[src/rtl/id_regfile_scoreboard_if.sv]
// id_regfile_scoreboard_if: WB, read-port, issue and status signals of the ID-stage register file
interface id_regfile_scoreboard_if #(
    parameter int DATA_W = 32,
    parameter int ADDR_W = 5
);
    logic              WBRegWrite;
    logic [ADDR_W-1:0] WBAddr;
    logic [DATA_W-1:0] WBData;
    logic [ADDR_W-1:0] RsAddr;
    logic [ADDR_W-1:0] RtAddr;
    logic              RsUsed;
    logic              RtUsed;
    logic              IssueValid;
    logic              IssueWrite;
    logic [ADDR_W-1:0] IssueDest;
    logic [DATA_W-1:0] ReadData1;
    logic [DATA_W-1:0] ReadData2;
    logic              Stall;
    logic              ScbErr;
    logic [31:0]       StallCycles;
    modport master (
        output WBRegWrite, WBAddr, WBData, RsAddr, RtAddr, RsUsed, RtUsed,
               IssueValid, IssueWrite, IssueDest,
        input  ReadData1, ReadData2, Stall, ScbErr, StallCycles
    );
    modport slave (
        input  WBRegWrite, WBAddr, WBData, RsAddr, RtAddr, RsUsed, RtUsed,
               IssueValid, IssueWrite, IssueDest,
        output ReadData1, ReadData2, Stall, ScbErr, StallCycles
    );
endinterface

[src/rtl/id_regfile_scoreboard.sv]
// id_regfile_scoreboard: MIPS GPR file with WB bypass and pending-write scoreboard; REGFILE_STALL_CNT_EN builds the stall-cycle counter
module id_regfile_scoreboard #(
    parameter int DATA_W = 32,
    parameter int ADDR_W = 5,
    parameter int CNT_W  = 2
) (
    input logic                    clk,
    input logic                    reset,
    id_regfile_scoreboard_if.slave bus
);
    localparam int N = 2 ** ADDR_W;
    logic [DATA_W-1:0] rf_q   [N];
    logic [CNT_W-1:0]  pend_q [N];
    logic [CNT_W-1:0]  pend_d [N];
    logic              err_q, err_d;
    logic              wb, ret_rs, ret_rt, ret_dst, byp_rs, byp_rt, haz, full, stall, iss;
    logic [CNT_W-1:0]  eff_rs, eff_rt;
    assign wb      = bus.WBRegWrite && bus.WBAddr != '0 && !reset;
    assign ret_rs  = wb && bus.WBAddr == bus.RsAddr;
    assign ret_rt  = wb && bus.WBAddr == bus.RtAddr;
    assign ret_dst = wb && bus.WBAddr == bus.IssueDest;
    assign byp_rs  = ret_rs;
    assign byp_rt  = ret_rt;
    assign eff_rs  = pend_q[bus.RsAddr] - CNT_W'(ret_rs);
    assign eff_rt  = pend_q[bus.RtAddr] - CNT_W'(ret_rt);
    assign haz     = bus.IssueValid && ((bus.RsUsed && eff_rs != '0) || (bus.RtUsed && eff_rt != '0));
    assign full    = bus.IssueValid && bus.IssueWrite && bus.IssueDest != '0 &&
                     pend_q[bus.IssueDest] == '1 && !ret_dst;
    assign stall   = (haz || full) && !reset;
    assign iss     = bus.IssueValid && bus.IssueWrite && bus.IssueDest != '0 && !stall;
    assign bus.ReadData1 = byp_rs ? bus.WBData : rf_q[bus.RsAddr];
    assign bus.ReadData2 = byp_rt ? bus.WBData : rf_q[bus.RtAddr];
    assign bus.Stall     = stall;
    assign bus.ScbErr    = err_q;
    // Pending counts: issue adds one, retire removes one, retiring an idle register flags an error
    always_comb begin
        for (int r = 0; r < N; r++) begin
            pend_d[r] = pend_q[r];
            if (r != 0) begin
                pend_d[r] = (iss && bus.IssueDest == ADDR_W'(r) && !(wb && bus.WBAddr == ADDR_W'(r))) ?
                                pend_q[r] + CNT_W'(1) :
                            (!(iss && bus.IssueDest == ADDR_W'(r)) && wb && bus.WBAddr == ADDR_W'(r) &&
                             pend_q[r] != '0) ? pend_q[r] - CNT_W'(1) : pend_q[r];
            end
        end
        err_d = err_q || (wb && pend_q[bus.WBAddr] == '0);
    end
    // Register array, scoreboard and error flag; reset drops all in-flight tracking
    always_ff @(posedge clk) begin
        if (reset) begin
            for (int r = 0; r < N; r++) begin
                rf_q[r]   <= '0;
                pend_q[r] <= '0;
            end
            err_q <= 1'b0;
        end else begin
            if (wb) rf_q[bus.WBAddr] <= bus.WBData;
            pend_q <= pend_d;
            err_q  <= err_d;
        end
    end
`ifdef REGFILE_STALL_CNT_EN
    logic [31:0] cnt_q, cnt_d;
    assign cnt_d = (stall && cnt_q != '1) ? cnt_q + 32'd1 : cnt_q;
    // Saturating count of stalled cycles, cleared only by reset
    always_ff @(posedge clk) begin
        cnt_q <= reset ? 32'd0 : cnt_d;
    end
    assign bus.StallCycles = cnt_q;
`else
    assign bus.StallCycles = 32'd0;
`endif
endmodule

[src/flat_wrapper.sv]
// flat-port wrapper written by rule: the top's interface ports become plain ports
module id_regfile_scoreboard_flat 
#(
    parameter int DATA_W = 32,
    parameter int ADDR_W = 5,
    parameter int CNT_W  = 2
)
  (clk, reset, bus_WBRegWrite, bus_WBAddr, bus_WBData, bus_RsAddr, bus_RtAddr, bus_RsUsed, bus_RtUsed, bus_IssueValid, bus_IssueWrite, bus_IssueDest, bus_ReadData1, bus_ReadData2, bus_Stall, bus_ScbErr, bus_StallCycles);
  id_regfile_scoreboard_if #(.DATA_W(DATA_W), .ADDR_W(ADDR_W)) bus_i ();
  input logic clk;
  input logic reset;
  input wire logic [$bits(bus_i.WBRegWrite)-1:0] bus_WBRegWrite;
  input wire logic [$bits(bus_i.WBAddr)-1:0] bus_WBAddr;
  input wire logic [$bits(bus_i.WBData)-1:0] bus_WBData;
  input wire logic [$bits(bus_i.RsAddr)-1:0] bus_RsAddr;
  input wire logic [$bits(bus_i.RtAddr)-1:0] bus_RtAddr;
  input wire logic [$bits(bus_i.RsUsed)-1:0] bus_RsUsed;
  input wire logic [$bits(bus_i.RtUsed)-1:0] bus_RtUsed;
  input wire logic [$bits(bus_i.IssueValid)-1:0] bus_IssueValid;
  input wire logic [$bits(bus_i.IssueWrite)-1:0] bus_IssueWrite;
  input wire logic [$bits(bus_i.IssueDest)-1:0] bus_IssueDest;
  output wire logic [$bits(bus_i.ReadData1)-1:0] bus_ReadData1;
  output wire logic [$bits(bus_i.ReadData2)-1:0] bus_ReadData2;
  output wire logic [$bits(bus_i.Stall)-1:0] bus_Stall;
  output wire logic [$bits(bus_i.ScbErr)-1:0] bus_ScbErr;
  output wire logic [$bits(bus_i.StallCycles)-1:0] bus_StallCycles;
  assign bus_i.WBRegWrite = bus_WBRegWrite;
  assign bus_i.WBAddr = bus_WBAddr;
  assign bus_i.WBData = bus_WBData;
  assign bus_i.RsAddr = bus_RsAddr;
  assign bus_i.RtAddr = bus_RtAddr;
  assign bus_i.RsUsed = bus_RsUsed;
  assign bus_i.RtUsed = bus_RtUsed;
  assign bus_i.IssueValid = bus_IssueValid;
  assign bus_i.IssueWrite = bus_IssueWrite;
  assign bus_i.IssueDest = bus_IssueDest;
  assign bus_ReadData1 = bus_i.ReadData1;
  assign bus_ReadData2 = bus_i.ReadData2;
  assign bus_Stall = bus_i.Stall;
  assign bus_ScbErr = bus_i.ScbErr;
  assign bus_StallCycles = bus_i.StallCycles;
  id_regfile_scoreboard #(.DATA_W(DATA_W), .ADDR_W(ADDR_W), .CNT_W(CNT_W)) u_core (.clk(clk), .reset(reset), .bus(bus_i));
endmodule
[config.mk]
export PLATFORM = sky130hd
export DESIGN_NAME = id_regfile_scoreboard_flat
export DESIGN_NICKNAME = d
export VERILOG_FILES = /design/src/rtl/id_regfile_scoreboard_if.sv /design/src/rtl/id_regfile_scoreboard.sv /design/src/flat_wrapper.sv
export SDC_FILE = /design/constraint.sdc
export NUM_CORES = 2
export LEC_CHECK = 0
export CORE_MARGIN = 2
export CORE_UTILIZATION = 63
export CTS_BUF_LIST = sky130_fd_sc_hd__clkbuf_4 sky130_fd_sc_hd__clkbuf_8 sky130_fd_sc_hd__clkbuf_16
export DETAILED_ROUTE_END_ITERATION = 8
export HOLD_SLACK_MARGIN = 0.08
export PLACE_DENSITY = 0.88
export SYNTH_ARGS = -nofsm -noshare
export SYNTH_HDL_FRONTEND = slang
export SYNTH_SLANG_ARGS = --single-unit
[constraint.sdc]
create_clock -name clk -period 6.2 [get_ports clk]
set_input_delay 1.24 -clock clk [delete_from_list [all_inputs] [get_ports clk]]
set_output_delay 1.24 -clock clk [all_outputs]
set_load 0.02 [all_outputs]
# [Word-level counts from Yosys, hierarchy flattened]
# Memories as Yosys holds them, arrays and structs flattened.
# Index checks and enable logic that the tools add are counted.
[word_totals] regBits=63 latchBits=0 ramBits=1024 rom_bits=0 input_bits=59 output_inout_bits=98 word_cells=592 memories=1
[memory_table] memory="u_core.rf_q" depth=32 word_bits=32 rd=2 rd_ports_with_merged_regs=0 wr=32 line="id_regfile_scoreboard.sv:12" rtl="logic [DATA_W-1:0] rf_q [N];"
[op_classes] n_addsub=64 mul=0 div_mod_pow=0 n_lt_le_gt_ge=4 eq_ne=66 shifts=0 n_mux=84 bitwise_logic=4 n_reduce_logical=337
[op_table] op="1-bit logical AND" n=201
[op_table] op="5-bit == test, second input constant" n=32
[op_table] op="2-bit two-way mux" n=70
[op_table] op="2-bit nonzero test" n=64
[op_table] op="32-bit two-way mux" n=3
[op_table] op="5-bit by 4-bit == test with 1-bit output, second input constant" n=16
[op_table] op="1-bit zero test" n=65
[op_table] op="2-bit by 1-bit adder with 2-bit output, second input constant" n=31
[op_table] op="2-bit by 1-bit subtractor with 2-bit output, second input constant" n=31
[op_table] op="2-bit binary-select mux with 5-bit select" n=4
[op_table] op="5-bit by 3-bit == test with 1-bit output, second input constant" n=8
[op_table] op="32-bit OR reduction" n=1
[op_table] op="6-bit greater-or-equal comparator, second input constant" n=4
[op_table] op="5-bit inverter with 6-bit output" n=4
[op_table] op="5-bit by 2-bit == test with 1-bit output, second input constant" n=4
[op_table] op="5-bit == test" n=3
[op_table] op="5-bit by 1-bit == test with 1-bit output, second input constant" n=2
[op_table] op="5-bit nonzero test" n=2
[op_table] op="1-bit two-way mux" n=6
[op_table] op="5-bit two-way mux" n=1
[op_table] op="2-bit by 1-bit subtractor with 2-bit output" n=2
[op_table] op="1-bit logical OR" n=3
[op_table] op="2-bit == test, second input constant" n=1
[op_table] op="2-bit zero test" n=1

# [Depth between registers and ports, before layout]
[logic_depth] ltp_word=20 ltp_mapped=14 depth_no_buf=9

# [Worst setup path after synthesis]
# Ideal clock, no wire load.
[synth_path] path_kind="input -> output" from="input port bus_RsAddr[0]" to="output port bus_ReadData1[0]" t_arrival_ns=4.194 t_required_ns=4.960 setup_slack_ns=0.766 path_stages=9 n_path_buf=5 cell_sequence="buf_6 > buf_2 > buf_2 > buf_1 > buf_1 > mux4_2 > mux4_2 > mux2i_1 > o21ai_0"
[synth_via] elab_chain_len=3 elab_cells_between_ends=4 cone_classes="eq/ne: 1; mux: 1; reduce/logical: 1; memory: 1"
[synth_lines] element="start, declared" line="flat_wrapper.sv:15" rtl="input wire logic [$bits(bus_i.RsAddr)-1:0] bus_RsAddr;"
[synth_lines] element="parallel branches: the longest is 2 deep, another holds memory read 32 x 32 bit"
[synth_lines] element="32-bit two-way mux (*)" line="id_regfile_scoreboard.sv:31" rtl="assign bus.ReadData1 = byp_rs ? bus.WBData : rf_q[bus.RsAddr];"
[synth_lines] element="end, declared" line="flat_wrapper.sv:22" rtl="output wire logic [$bits(bus_i.ReadData1)-1:0] bus_ReadData1;"
# Every way passes the cells marked *.

# [Final worst setup path]
[layout_path] from="input port bus_WBAddr[1]" to="output port bus_ReadData2[31]"
[layout_via] elab_chain_len=5 elab_cells_between_ends=6 cone_classes="eq/ne: 1; mux: 1; reduce/logical: 4"
[layout_lines] element="start, declared" line="flat_wrapper.sv:13" rtl="input wire logic [$bits(bus_i.WBAddr)-1:0] bus_WBAddr;"
[layout_lines] element="5-bit nonzero test" line="id_regfile_scoreboard.sv:18" rtl="assign wb = bus.WBRegWrite && bus.WBAddr != '0 && !reset;"
[layout_lines] element="1-bit logical AND (2 in a row)" line="id_regfile_scoreboard.sv:18"
[layout_lines] element="1-bit logical AND (*)" line="id_regfile_scoreboard.sv:20" rtl="assign ret_rt = wb && bus.WBAddr == bus.RtAddr;"
[layout_lines] element="32-bit two-way mux (*)" line="id_regfile_scoreboard.sv:32" rtl="assign bus.ReadData2 = byp_rt ? bus.WBData : rf_q[bus.RtAddr];"
[layout_lines] element="end, declared" line="flat_wrapper.sv:23" rtl="output wire logic [$bits(bus_i.ReadData2)-1:0] bus_ReadData2;"
# Mark *: on every way between the ends. The rest lies on a longest branch, timed or not.

==> key figures <==
Timing
  – RSZ-0062 raised after global routing: false
  – Fin crit share: 97.7%
  – Worst Tran Pin Value: 1.37 ns
  – Peak Freq: 165 MHz
  – Hold Slack: ~0.52 ns
  – Endpoints failing hold: 0
  – Final setup violating endpoints: 0
  – Max-slew violations: 0
  – Fin Setup TNS: 0 ns
  – Max_slew headroom: 8.24%
  – Final WS setup: about 0.15 ns
  – Min cycle time layout: ~6 ns
  – Final clock skew: 0.0546 ns

Worst setup path
  – Critical path class: in -> out
  – Worst reg2reg startpoint: u_core.pend_q[45]
  – Worst Reg-to-Reg Cells: 9
  – WP data arrival: 4.81 ns
  – CP required: a little under 5 ns
  – Type of origin of the critical path: input pin
  – Crit end category: primary output
  – Critical Path Source: bus_WBAddr[1]
  – Critical Path Fanout Max: 64

Yosys
  – Area leader, netlist: edfxtp_1
  – EDFF count, synth: 1,024
  – Seq cells post-synth: roughly 1,100
  – Most common library cells after synthesis: edfxtp_1, and3_1, mux4_2, clkbuf_1, nand2_1
  – Ys flop type: edfxtp_1
  – Synth top area share: approximately 50%
  – Synthesized cell area: 61,300 µm²
  – Post-synthesis cell count: 4,244
  – Avg Cell Area, Syn: 14.4 µm²
  – Count of different cell masters after synthesis: 76
  – Async S/R FF share, synth: 0%
  – Most common cell in the netlist: edfxtp_1
  – Ranking of synthesized cells by area: edfxtp_1, mux4_2, and3_1
  – Yosys warnings: 0
  – Register area share after synthesis: 52.2%

Floorplanning
  – Die Area: 99,800 µm²
  – DIE WIDTH: 316 µm
  – Die height: 316 µm
  – I/O Pins: roughly 160
  – CORE AREA: approximately 97,000 µm²
  – Num rows: 114
  – Starting Density: 63.5%

Placed design
  – Worst slack at placement: around 0.13 ns
  – DP HPWL: around 120,000 µm
  – RePlAce Congestion: 1.00
  – PortBufs: 124

Min path
  – Hold Path Stages: 1
  – Hold Startpoint: u_core.bus.ScbErr
  – Type of the worst min-delay path: reg -> reg

CTS
  – Post-CTS setup buffer count: 0
  – CTS root buf: clkbuf_16
  – Hold_buf cts: 0
  – Clock buffer depth: 3
  – Clock Latency Late Sink: roughly 0.73 ns
  – PostCTS Resize Cnt: 0
  – H-tree Lvls: 3
  – Reg clk slew, reported paths: 0.06 ns
  – Number of CTS-inserted buffers: 110
  – Sink Count: 1,087
  – CTS tree: done

Job
  – Max_cap viols: 0

Drt
  – WL per Instance: 39.4 µm
  – Antenna-violating nets left: 0
  – DR DRC count: 0
  – Post-DR vias/cell: 8.34
  – Pre-Repair DR Iteration Count: 9
  – Routed wire length: 217,000 µm
  – DR vias: 46,000
  – Iteration-0 DRC Markers: 10,400

Power
  – PwrDens: approximately 270 nW/µm²
  – Net Sw Power: 5000 µW
  – Clock network power share: 38.1%
  – Flop pwr share: 46.8%
  – Maximum vdd drop: about 260 µV
  – Comb power frac: 15.1%
  – Net Sw Frac: 27.0%
  – Cell-internal power: 13,500 µW
  – Static Leakage: 0.0255 µW

Global route
  – Number of global-route vias before repair: 45,700
  – Largest net degree at the start of global routing: 114
  – Total track usage: 43.5%
  – Antenna violations before repair: 14
  – First-pass GRT wire length: between 300,000 and 400,000 µm
  – Gr ovfl total: 0

Final layout
  – Layout cells sized above 1: 27.0%
  – Area growth, synth to finish: 10.5%
  – Fin nets: between 4,000 and 5,000
  – FILL cells: about 5,600
  – Fin util: a little over two thirds

Status
  – Status: completed
[registers in the layout, summed over array words and instances (netlist names)]
name / flops
u_core.rf_q: 1024
u_core.pend_q: 62
u_core.bus.ScbErr: 1
[routing by layer]
layer	global-route usage, %	vias to the layer above	share of wire [%]
met5	0	-	0.047
met1	52.9	21900	28
li1	-	16800	-
met2	64.4	5729	44
met3	16.5	1574	18
met4	31.2	16	9.5
[logic make-up (layout without fill, tap and decap cells)]
| family | after synthesis | count (layout) | share of synthesized area, % |
|---|---|---|---|
| compound gates | 299 | 299 | 3.39 |
| other cells | 1 | 70 | 0.00612 |
| xor+xnor | 36 | 36 | 0.514 |
| flops | 1087 | 1087 | 52.2 |
| mux | 772 | 772 | 26.1 |
| simple gates | 1463 | 1463 | 13.9 |
| buf+inv | 586 | 505 | 3.86 |
[layout by cell type, fill, tap and decap left out, types with 17 or more instances in the layout]
cell type | netlist | final
a21oi_1 | 45 | 45
and2_1 | 105 | 103
and3_1 | 908 | 908
buf_12 | 0 | 24
buf_4 | 32 | 155
clkbuf_16 | 0 | 114
clkbuf_4 | 0 | 17
clkdlybuf4s50_1 | 0 | 106
clkinv_1 | 1 | 19
clkinv_2 | 0 | 26
conb_1 | 1 | 64
dfxtp_1 | 63 | 63
edfxtp_1 | 1024 | 1024
mux2i_1 | 102 | 101
mux4_2 | 657 | 657
nand2_1 | 146 | 132
nand3_1 | 45 | 45
nor2_1 | 102 | 90
nor2b_1 | 21 | 17
nor3_1 | 31 | 31
nor4_1 | 27 | 25
o211ai_1 | 21 | 21
o21ai_0 | 105 | 88
o21ai_4 | 0 | 17
or3_1 | 21 | 21
xnor2_1 | 24 | 24
[final timing paths]
check,end,slack [ns]
setup / recovery,bus_ReadData2[31],0.15
hold / removal,u_core.bus.ScbErr,0.52
hold reg to reg,u_core.bus.ScbErr,0.52
setup reg to reg,u_core.pend_q[4],2.52
[power by group through the flow]
stage | logic (µW) | registers, µW | clock network (µW)
finish | 2790 | 8670 | 7050
CTS | 2650 | 8640 | 6990
detailed placement | 2620 | 8770 | 0
global route | 2800 | 8680 | 7260
floorplan | 1620 | 8680 | 0
global placement | 2550 | 8700 | 0
[layout make-up]
type	instances	area, µm²	area share (%)
Tap cell	1276	1600	2.36
Multi-Input combinational cell	2634	27500	40.6
Clock inverter	72	734	1.08
Timing Repair Buffer	291	2790	4.11
Antenna cell	6	15.0	0.0222
Clock buffer	136	3050	4.50
Inverter	6	23.8	0.0351
Sequential cell	1087	32000	47.3
[metrics by stage]
step | power (µW) | std cells | instance area, µm²
2_1_floorplan | 10300 | 4307 | 61500
3_3_place_gp | 11300 | 5294 | 63900
3_5_place_dp | 11400 | 5294 | 63900
4_1_cts | 18300 | 5502 | 67700
5_1_grt | 18700 | 5506 | 67700
6_report | 18500 | 5508 | 67700
[worst max-delay path, cell delays in order]
cell,delay [ns]
clkdlybuf4s50_1,0.41
or2_2,0.36
o31ai_1,0.50
nor4_2,0.17
buf_12,0.26
o21ai_0,0.91
buf_4,0.31
clkdlybuf4s50_1,0.62
Note: power is estimated with default switching activity, not from simulation.
